<file path="config.mk">
export PLATFORM = sky130hd
export DESIGN_NAME = soc_mem_arbiter_flat
export DESIGN_NICKNAME = d
export VERILOG_FILES = /design/src/rtl/soc_mem_arbiter_if.sv /design/src/rtl/soc_mem_arbiter.sv /design/src/flat_wrapper.sv
export SDC_FILE = /design/constraint.sdc
export NUM_CORES = 1
export LEC_CHECK = 0
export CAP_MARGIN = 10
export CORE_ASPECT_RATIO = 0.9
export CORE_MARGIN = 4
export CORE_UTILIZATION = 30
export CTS_CLUSTER_SIZE = 30
export DETAILED_ROUTE_END_ITERATION = 7
export PLACE_DENSITY = 0.8
export SYNTH_ARGS = -nofsm -noshare
export SYNTH_HDL_FRONTEND = slang
export SYNTH_SLANG_ARGS = --single-unit
</file>
<file path="constraint.sdc">
create_clock -name clk -period 4 [get_ports clk]
set_clock_uncertainty 0.05 [all_clocks]
set_input_delay 1 -clock clk [delete_from_list [all_inputs] [get_ports clk]]
set_output_delay 1 -clock clk [all_outputs]
set_load 0.02 [all_outputs]
</file>
<file path="src/rtl/soc_mem_arbiter_if.sv">
// soc_mem_arbiter_if: both master request ports plus the shared memory port of the arbiter
interface soc_mem_arbiter_if #(parameter int ADDR_W = 32);
  logic              m0_req, m1_req;
  logic [ADDR_W-1:0] m0_addr, m1_addr;
  logic [3:0]        m0_wmask, m1_wmask;
  logic [31:0]       m0_wdata, m1_wdata;
  logic              m0_gnt, m1_gnt;
  logic              m0_rvalid, m1_rvalid;
  logic [31:0]       m_rdata;
  logic [ADDR_W-1:0] mem_addr;
  logic [31:0]       mem_wdata;
  logic [3:0]        mem_wmask;
  logic              mem_rstrb;
  logic [31:0]       mem_rdata;
  logic              mem_rbusy;
  modport slave (
    input  m0_req, m1_req, m0_addr, m1_addr, m0_wmask, m1_wmask, m0_wdata, m1_wdata,
    input  mem_rdata, mem_rbusy,
    output m0_gnt, m1_gnt, m0_rvalid, m1_rvalid, m_rdata,
    output mem_addr, mem_wdata, mem_wmask, mem_rstrb
  );
  modport master (
    output m0_req, m1_req, m0_addr, m1_addr, m0_wmask, m1_wmask, m0_wdata, m1_wdata,
    output mem_rdata, mem_rbusy,
    input  m0_gnt, m1_gnt, m0_rvalid, m1_rvalid, m_rdata,
    input  mem_addr, mem_wdata, mem_wmask, mem_rstrb
  );
endinterface

</file>
<file path="src/rtl/soc_mem_arbiter.sv">
// soc_mem_arbiter: round-robin two-master arbiter for a shared RAM/IO port with a read wait state
module soc_mem_arbiter #(parameter int ADDR_W = 32) (
  input logic              clk,
  input logic              reset,
  soc_mem_arbiter_if.slave bus
);
  typedef enum logic {IDLE, RWAIT} state_t;
  state_t            state, state_n;
  logic              last, owner, g0, g1, sel, rd, rvalid;
  logic [3:0]        wmask;
  logic [ADDR_W-1:0] raddr;
  logic [31:0]       rdata_q;
  always_ff @(posedge clk)
    if (reset) state <= IDLE;
    else state <= state_n;
  always_comb begin
    g1             = state == IDLE && !reset && bus.m1_req && (!bus.m0_req || !last);
    g0             = state == IDLE && !reset && bus.m0_req && !g1;
    sel            = state == RWAIT ? owner : g1;
    wmask          = sel ? bus.m1_wmask : bus.m0_wmask;
    rd             = (g0 || g1) && wmask == 4'b0000;
    rvalid         = state == RWAIT && !reset && !bus.mem_rbusy;
    state_n        = rd ? RWAIT : rvalid ? IDLE : state;
    bus.m0_gnt     = g0;
    bus.m1_gnt     = g1;
    bus.m0_rvalid  = rvalid && !owner;
    bus.m1_rvalid  = rvalid && owner;
    bus.m_rdata    = rvalid ? bus.mem_rdata : rdata_q;
    bus.mem_addr   = state == RWAIT ? raddr : sel ? bus.m1_addr : bus.m0_addr;
    bus.mem_wdata  = sel ? bus.m1_wdata : bus.m0_wdata;
    bus.mem_wmask  = (g0 || g1) ? wmask : 4'b0000;
    bus.mem_rstrb  = rd;
  end
  always_ff @(posedge clk)
    if (reset) begin
      last    <= 1'b1;
      owner   <= 1'b0;
      raddr   <= '0;
      rdata_q <= '0;
    end else begin
      if (g0 || g1) last <= g1;
      if (rd) begin
        owner <= g1;
        raddr <= g1 ? bus.m1_addr : bus.m0_addr;
      end
      if (rvalid) rdata_q <= bus.mem_rdata;
    end
endmodule

</file>
<file path="src/flat_wrapper.sv">
// flat-port wrapper written by rule: the top's interface ports become plain ports
module soc_mem_arbiter_flat 
#(parameter int ADDR_W = 32)
  (clk, reset, bus_m0_req, bus_m1_req, bus_m0_addr, bus_m1_addr, bus_m0_wmask, bus_m1_wmask, bus_m0_wdata, bus_m1_wdata, bus_mem_rdata, bus_mem_rbusy, bus_m0_gnt, bus_m1_gnt, bus_m0_rvalid, bus_m1_rvalid, bus_m_rdata, bus_mem_addr, bus_mem_wdata, bus_mem_wmask, bus_mem_rstrb);
  soc_mem_arbiter_if #(.ADDR_W(ADDR_W)) bus_i ();
  input logic clk;
  input logic reset;
  input wire logic [$bits(bus_i.m0_req)-1:0] bus_m0_req;
  input wire logic [$bits(bus_i.m1_req)-1:0] bus_m1_req;
  input wire logic [$bits(bus_i.m0_addr)-1:0] bus_m0_addr;
  input wire logic [$bits(bus_i.m1_addr)-1:0] bus_m1_addr;
  input wire logic [$bits(bus_i.m0_wmask)-1:0] bus_m0_wmask;
  input wire logic [$bits(bus_i.m1_wmask)-1:0] bus_m1_wmask;
  input wire logic [$bits(bus_i.m0_wdata)-1:0] bus_m0_wdata;
  input wire logic [$bits(bus_i.m1_wdata)-1:0] bus_m1_wdata;
  input wire logic [$bits(bus_i.mem_rdata)-1:0] bus_mem_rdata;
  input wire logic [$bits(bus_i.mem_rbusy)-1:0] bus_mem_rbusy;
  output wire logic [$bits(bus_i.m0_gnt)-1:0] bus_m0_gnt;
  output wire logic [$bits(bus_i.m1_gnt)-1:0] bus_m1_gnt;
  output wire logic [$bits(bus_i.m0_rvalid)-1:0] bus_m0_rvalid;
  output wire logic [$bits(bus_i.m1_rvalid)-1:0] bus_m1_rvalid;
  output wire logic [$bits(bus_i.m_rdata)-1:0] bus_m_rdata;
  output wire logic [$bits(bus_i.mem_addr)-1:0] bus_mem_addr;
  output wire logic [$bits(bus_i.mem_wdata)-1:0] bus_mem_wdata;
  output wire logic [$bits(bus_i.mem_wmask)-1:0] bus_mem_wmask;
  output wire logic [$bits(bus_i.mem_rstrb)-1:0] bus_mem_rstrb;
  assign bus_i.m0_req = bus_m0_req;
  assign bus_i.m1_req = bus_m1_req;
  assign bus_i.m0_addr = bus_m0_addr;
  assign bus_i.m1_addr = bus_m1_addr;
  assign bus_i.m0_wmask = bus_m0_wmask;
  assign bus_i.m1_wmask = bus_m1_wmask;
  assign bus_i.m0_wdata = bus_m0_wdata;
  assign bus_i.m1_wdata = bus_m1_wdata;
  assign bus_i.mem_rdata = bus_mem_rdata;
  assign bus_i.mem_rbusy = bus_mem_rbusy;
  assign bus_m0_gnt = bus_i.m0_gnt;
  assign bus_m1_gnt = bus_i.m1_gnt;
  assign bus_m0_rvalid = bus_i.m0_rvalid;
  assign bus_m1_rvalid = bus_i.m1_rvalid;
  assign bus_m_rdata = bus_i.m_rdata;
  assign bus_mem_addr = bus_i.mem_addr;
  assign bus_mem_wdata = bus_i.mem_wdata;
  assign bus_mem_wmask = bus_i.mem_wmask;
  assign bus_mem_rstrb = bus_i.mem_rstrb;
  soc_mem_arbiter #(.ADDR_W(ADDR_W)) u_core (.clk(clk), .reset(reset), .bus(bus_i));
endmodule
</file>
==> metrics.md <==
| Metric | Value |
|---|---|
| Startpoint types | primary input |
| Layout cell share with drive strength beyond 1 | 0.180 |
| R2R depth | 6 |
| WS Path Type | primary input to output pin |
| Number of synthesized flops with an enable pin | 0 |
| Ys flop type | dfxtp_1 |
| Worst-path fanout max | 12 |
| Power Dens Cells | 275 nW/µm² |
| Mean post-synth cell area | 8.75 µm² |
| Die area | 15,600 µm² |
| Synth area leader | dfxtp_1 |
| Commonest cells post-synth | 107 x nand2_1, 67 x dfxtp_1, 64 x mux2i_1 |
| Chip height | 119 µm |
| Setup Total Neg Slack | 0 ns |
| CTS Buffer Depth | 2 |
| First-pass GRT wire length | 23,500 µm |
| ANT nets after route | 0 |
| Rows | 40 |
| Pwr Total | ~2.1 mW |
| CTS sink cnt | 67 |
| Clock transition at the registers of the reported paths | 0.06 ns |
| Worst EP arrival | 2.89 ns |
| Worst-Skew Late Latency | 0.34 ns |
| Core ar. | 13,400 µm² |
| Number of global-route vias before repair | 4,572 |
| Flops & latches, synth | 67 |
| Compound-Gate Fraction of Synth Area | 0.174 |
| Tot GR Track Use | 0.184 |
| Hold_sp | u_core.last |
| I/O Buffers | 277 |
| Synth Area in Adders | 0 |
| Setup Fix Bufs, Post-CTS | 0 |
| Net Count, Synth | 642 |
| WP data required | 2.95 ns |
| Worst-Margin Slew | 0.822 ns |
| Remaining DRCs | 0 |
| Dominant combinational cell family by area after synthesis | multiplexers |
| Seq/Total Area, Yosys | 0.327 |
| Layout area overhead | 88.6% |
| CTS Root Cell | clkbuf_16 |
| LEAKAGE | 3.68 nW |
| Setup violators final | 0 |
| Post-Syn Instances | 469 |
| Crit-path max cell delay | 0.56 ns |
| Synth cell types | 31 |
| Final net count | 950 |
| Peak supply drop | 0.290 mV |
| Synthesized area | between 4000 and 5000 µm² |
| Final wirelength | 14,700 µm |
| Synth area leaders | dfxtp_1 33%, mux2i_1 16%, nand2_1 9.8% |
| Reg2reg setup slack | 1.84 ns |
| Drt wl/cell | 15.4 µm |
| Slew headroom | 0.451 |
| Outcome | complete, no violations |
| Reg-to-reg critical path endpoint | u_core.raddr[0] |
| Placed wire-length estimate | 11,300 µm |
| Hold Crit Endpoint | u_core.last |
| Worst hold stages | 2 |
| Die Wd | 131 µm |
| Hold Crit Class | flip-flop to flip-flop |
| Final Max Slew Viols | 0 |
| Warnings from Yosys | 0 |
| Top cell type's share of synthesized area | 0.327 |
| Most frequent cell after synthesis | nand2_1 |
| Mux share of post-synthesis cell area | 0.244 |
| GRT overflow | 0 |
| H-Tree Level Count | 3 |
| Ant. Diodes | 0 |
| Final worst path period need | 3.94 ns |
| RSZ-0062 raised after global routing | false |
| Simple-gate share of the synthesized area | 0.167 |
| Initial antenna violation count | 0 |
| Avg Vias per Cell | 4.57 |
| Cell breakdown of the critical path | clkdlybuf4s50_1 > nand2_1 > nand3_2 > buf_12 > mux2i_1 > mux2i_1 > clkdlybuf4s50_1 |
| Initial core utilization | 0.307 |
| TritonCTS clock tree | done |
| Async set-reset flop share out of synthesis | 0 |
| DRT iter0 DRCs | 200 |
| Reg-to-Reg Start | u_core.state |
| Pre-Repair DR Iteration Count | 5 |
| # Max-Cap Violations | 0 |
| Post-route core utilization | 0.579 |
| Top Ports | 278 |
| Pin count of the biggest net entering global routing | 35 |
| FMAX | 254 MHz |
| CP max-delay cell | clkdlybuf4s50_1 |
| Num CTS Buffers | 9 |
| Crit. End Element | output pin |
| RD Place Congestion | roughly 0.8 |
| Post-route clock period utilization | 0.986 |
| Final Hold Fails | 0 |
| XOR/XNOR Fraction of Synth Area | 0 |
| Vias post-DR | 4,346 |
-- cell families after synthesis --
| group | count (synthesis) |
|---|---|
| flip-flops | 67 |
| AO/OA/AOI/OAI | 80 |
| buffers and inverters | 74 |
| multiplexers | 96 |
| AND/OR/NAND/NOR | 152 |
-- metal layers --
metal	part of all wire	vias up	wire length, µm	GRT usage
met2	0.47	161	6870	0.301
li1	-	2221	-	-
met5	0	-	0	0
met1	0.42	1946	6180	0.219
met3	0.094	18	1380	0.0785
met4	0.016	0	234	0.0577
-- power by group --
group | leakage, nW | internal [mW] | switching [mW] | total, mW
clock network | 0.156 | 0.549 | 0.311 | 0.861
registers | 0.542 | 0.678 | 0.00563 | 0.684
logic | 2.98 | 0.328 | 0.257 | 0.585
-- worst max-delay path: cells and delay by family --
kind	cells	cell delay (ns)
and+or+nand+nor	2	0.24
buffers and inverters	3	1.26
muxes	2	0.39
-- layout make-up --
type | instances | area, µm²
multi-input cells | 328 | 2430
clock buffers | 9 | 225
clock inverters | 7 | 98.8
fillers | 1196 | 5630
repair buffers | 336 | 3300
well taps | 168 | 210
inverters | 35 | 131
flip-flops and latches | 67 | 1340
-- worst max path at each step --
stage                    start           endpoint  cells after the start
2_1_floorplan            reset  bus_mem_wdata[10]                      9
6_report            bus_m0_req    bus_mem_addr[5]                      7
5_1_grt             bus_m1_req  bus_mem_wdata[24]                      7
4_1_cts             bus_m1_req   bus_mem_wdata[3]                      7
3_5_place_dp   bus_m1_wmask[2]      bus_mem_rstrb                      5
3_3_place_gp   bus_m1_wmask[2]      bus_mem_rstrb                      5
-- metrics by stage --
| stage | hold WS (ns) | instances | setup slack (ns) | area (µm²) |
|---|---|---|---|---|
| detailed placement | 0.468 | 934 | -0.218 | 7390 |
| finish | 0.486 | 950 | 0.0576 | 7730 |
| floorplan | 0.431 | 469 | 0.430 | 4100 |
| global placement | 0.458 | 934 | -0.197 | 7390 |
| global route | 0.515 | 950 | 0.000186 | 7730 |
| CTS | 0.487 | 950 | 0.0203 | 7660 |
-- placed cells by master, fill, tap and decap left out, types with 2 or more instances in the layout --
cell type | netlist | layout
clkdlybuf4s50_1 | 0 | 199
nand2_1 | 107 | 107
dfxtp_1 | 67 | 66
mux2i_1 | 64 | 62
buf_4 | 0 | 53
dlygate4sd2_1 | 0 | 47
a211oi_1 | 43 | 43
inv_1 | 35 | 35
and2_1 | 33 | 33
mux2_2 | 32 | 32
dlymetal6s2s_1 | 0 | 29
a211oi_2 | 21 | 21
clkbuf_16 | 0 | 9
buf_12 | 1 | 6
a21oi_1 | 5 | 5
o21ai_0 | 4 | 4
nor2_1 | 3 | 3
mux2i_2 | 0 | 2
nor2b_1 | 2 | 2
bufinv_16 | 0 | 2
inv_6 | 0 | 2
-- flip-flops by register name (all words and copies together), names as in the netlist --
register        count
u_core.raddr       32
u_core.rdata_q     32
u_core.last         1
u_core.owner        1
u_core.state        1
-- repair_timing --
item / CTS / global route
endpoints found under the hold margin: 0 / 0
gates resized for setup: 49 / 31
hold buffers: 0 / 0
endpoints found under the setup margin: 49 / 30
(Power assumes the default switching activity.)
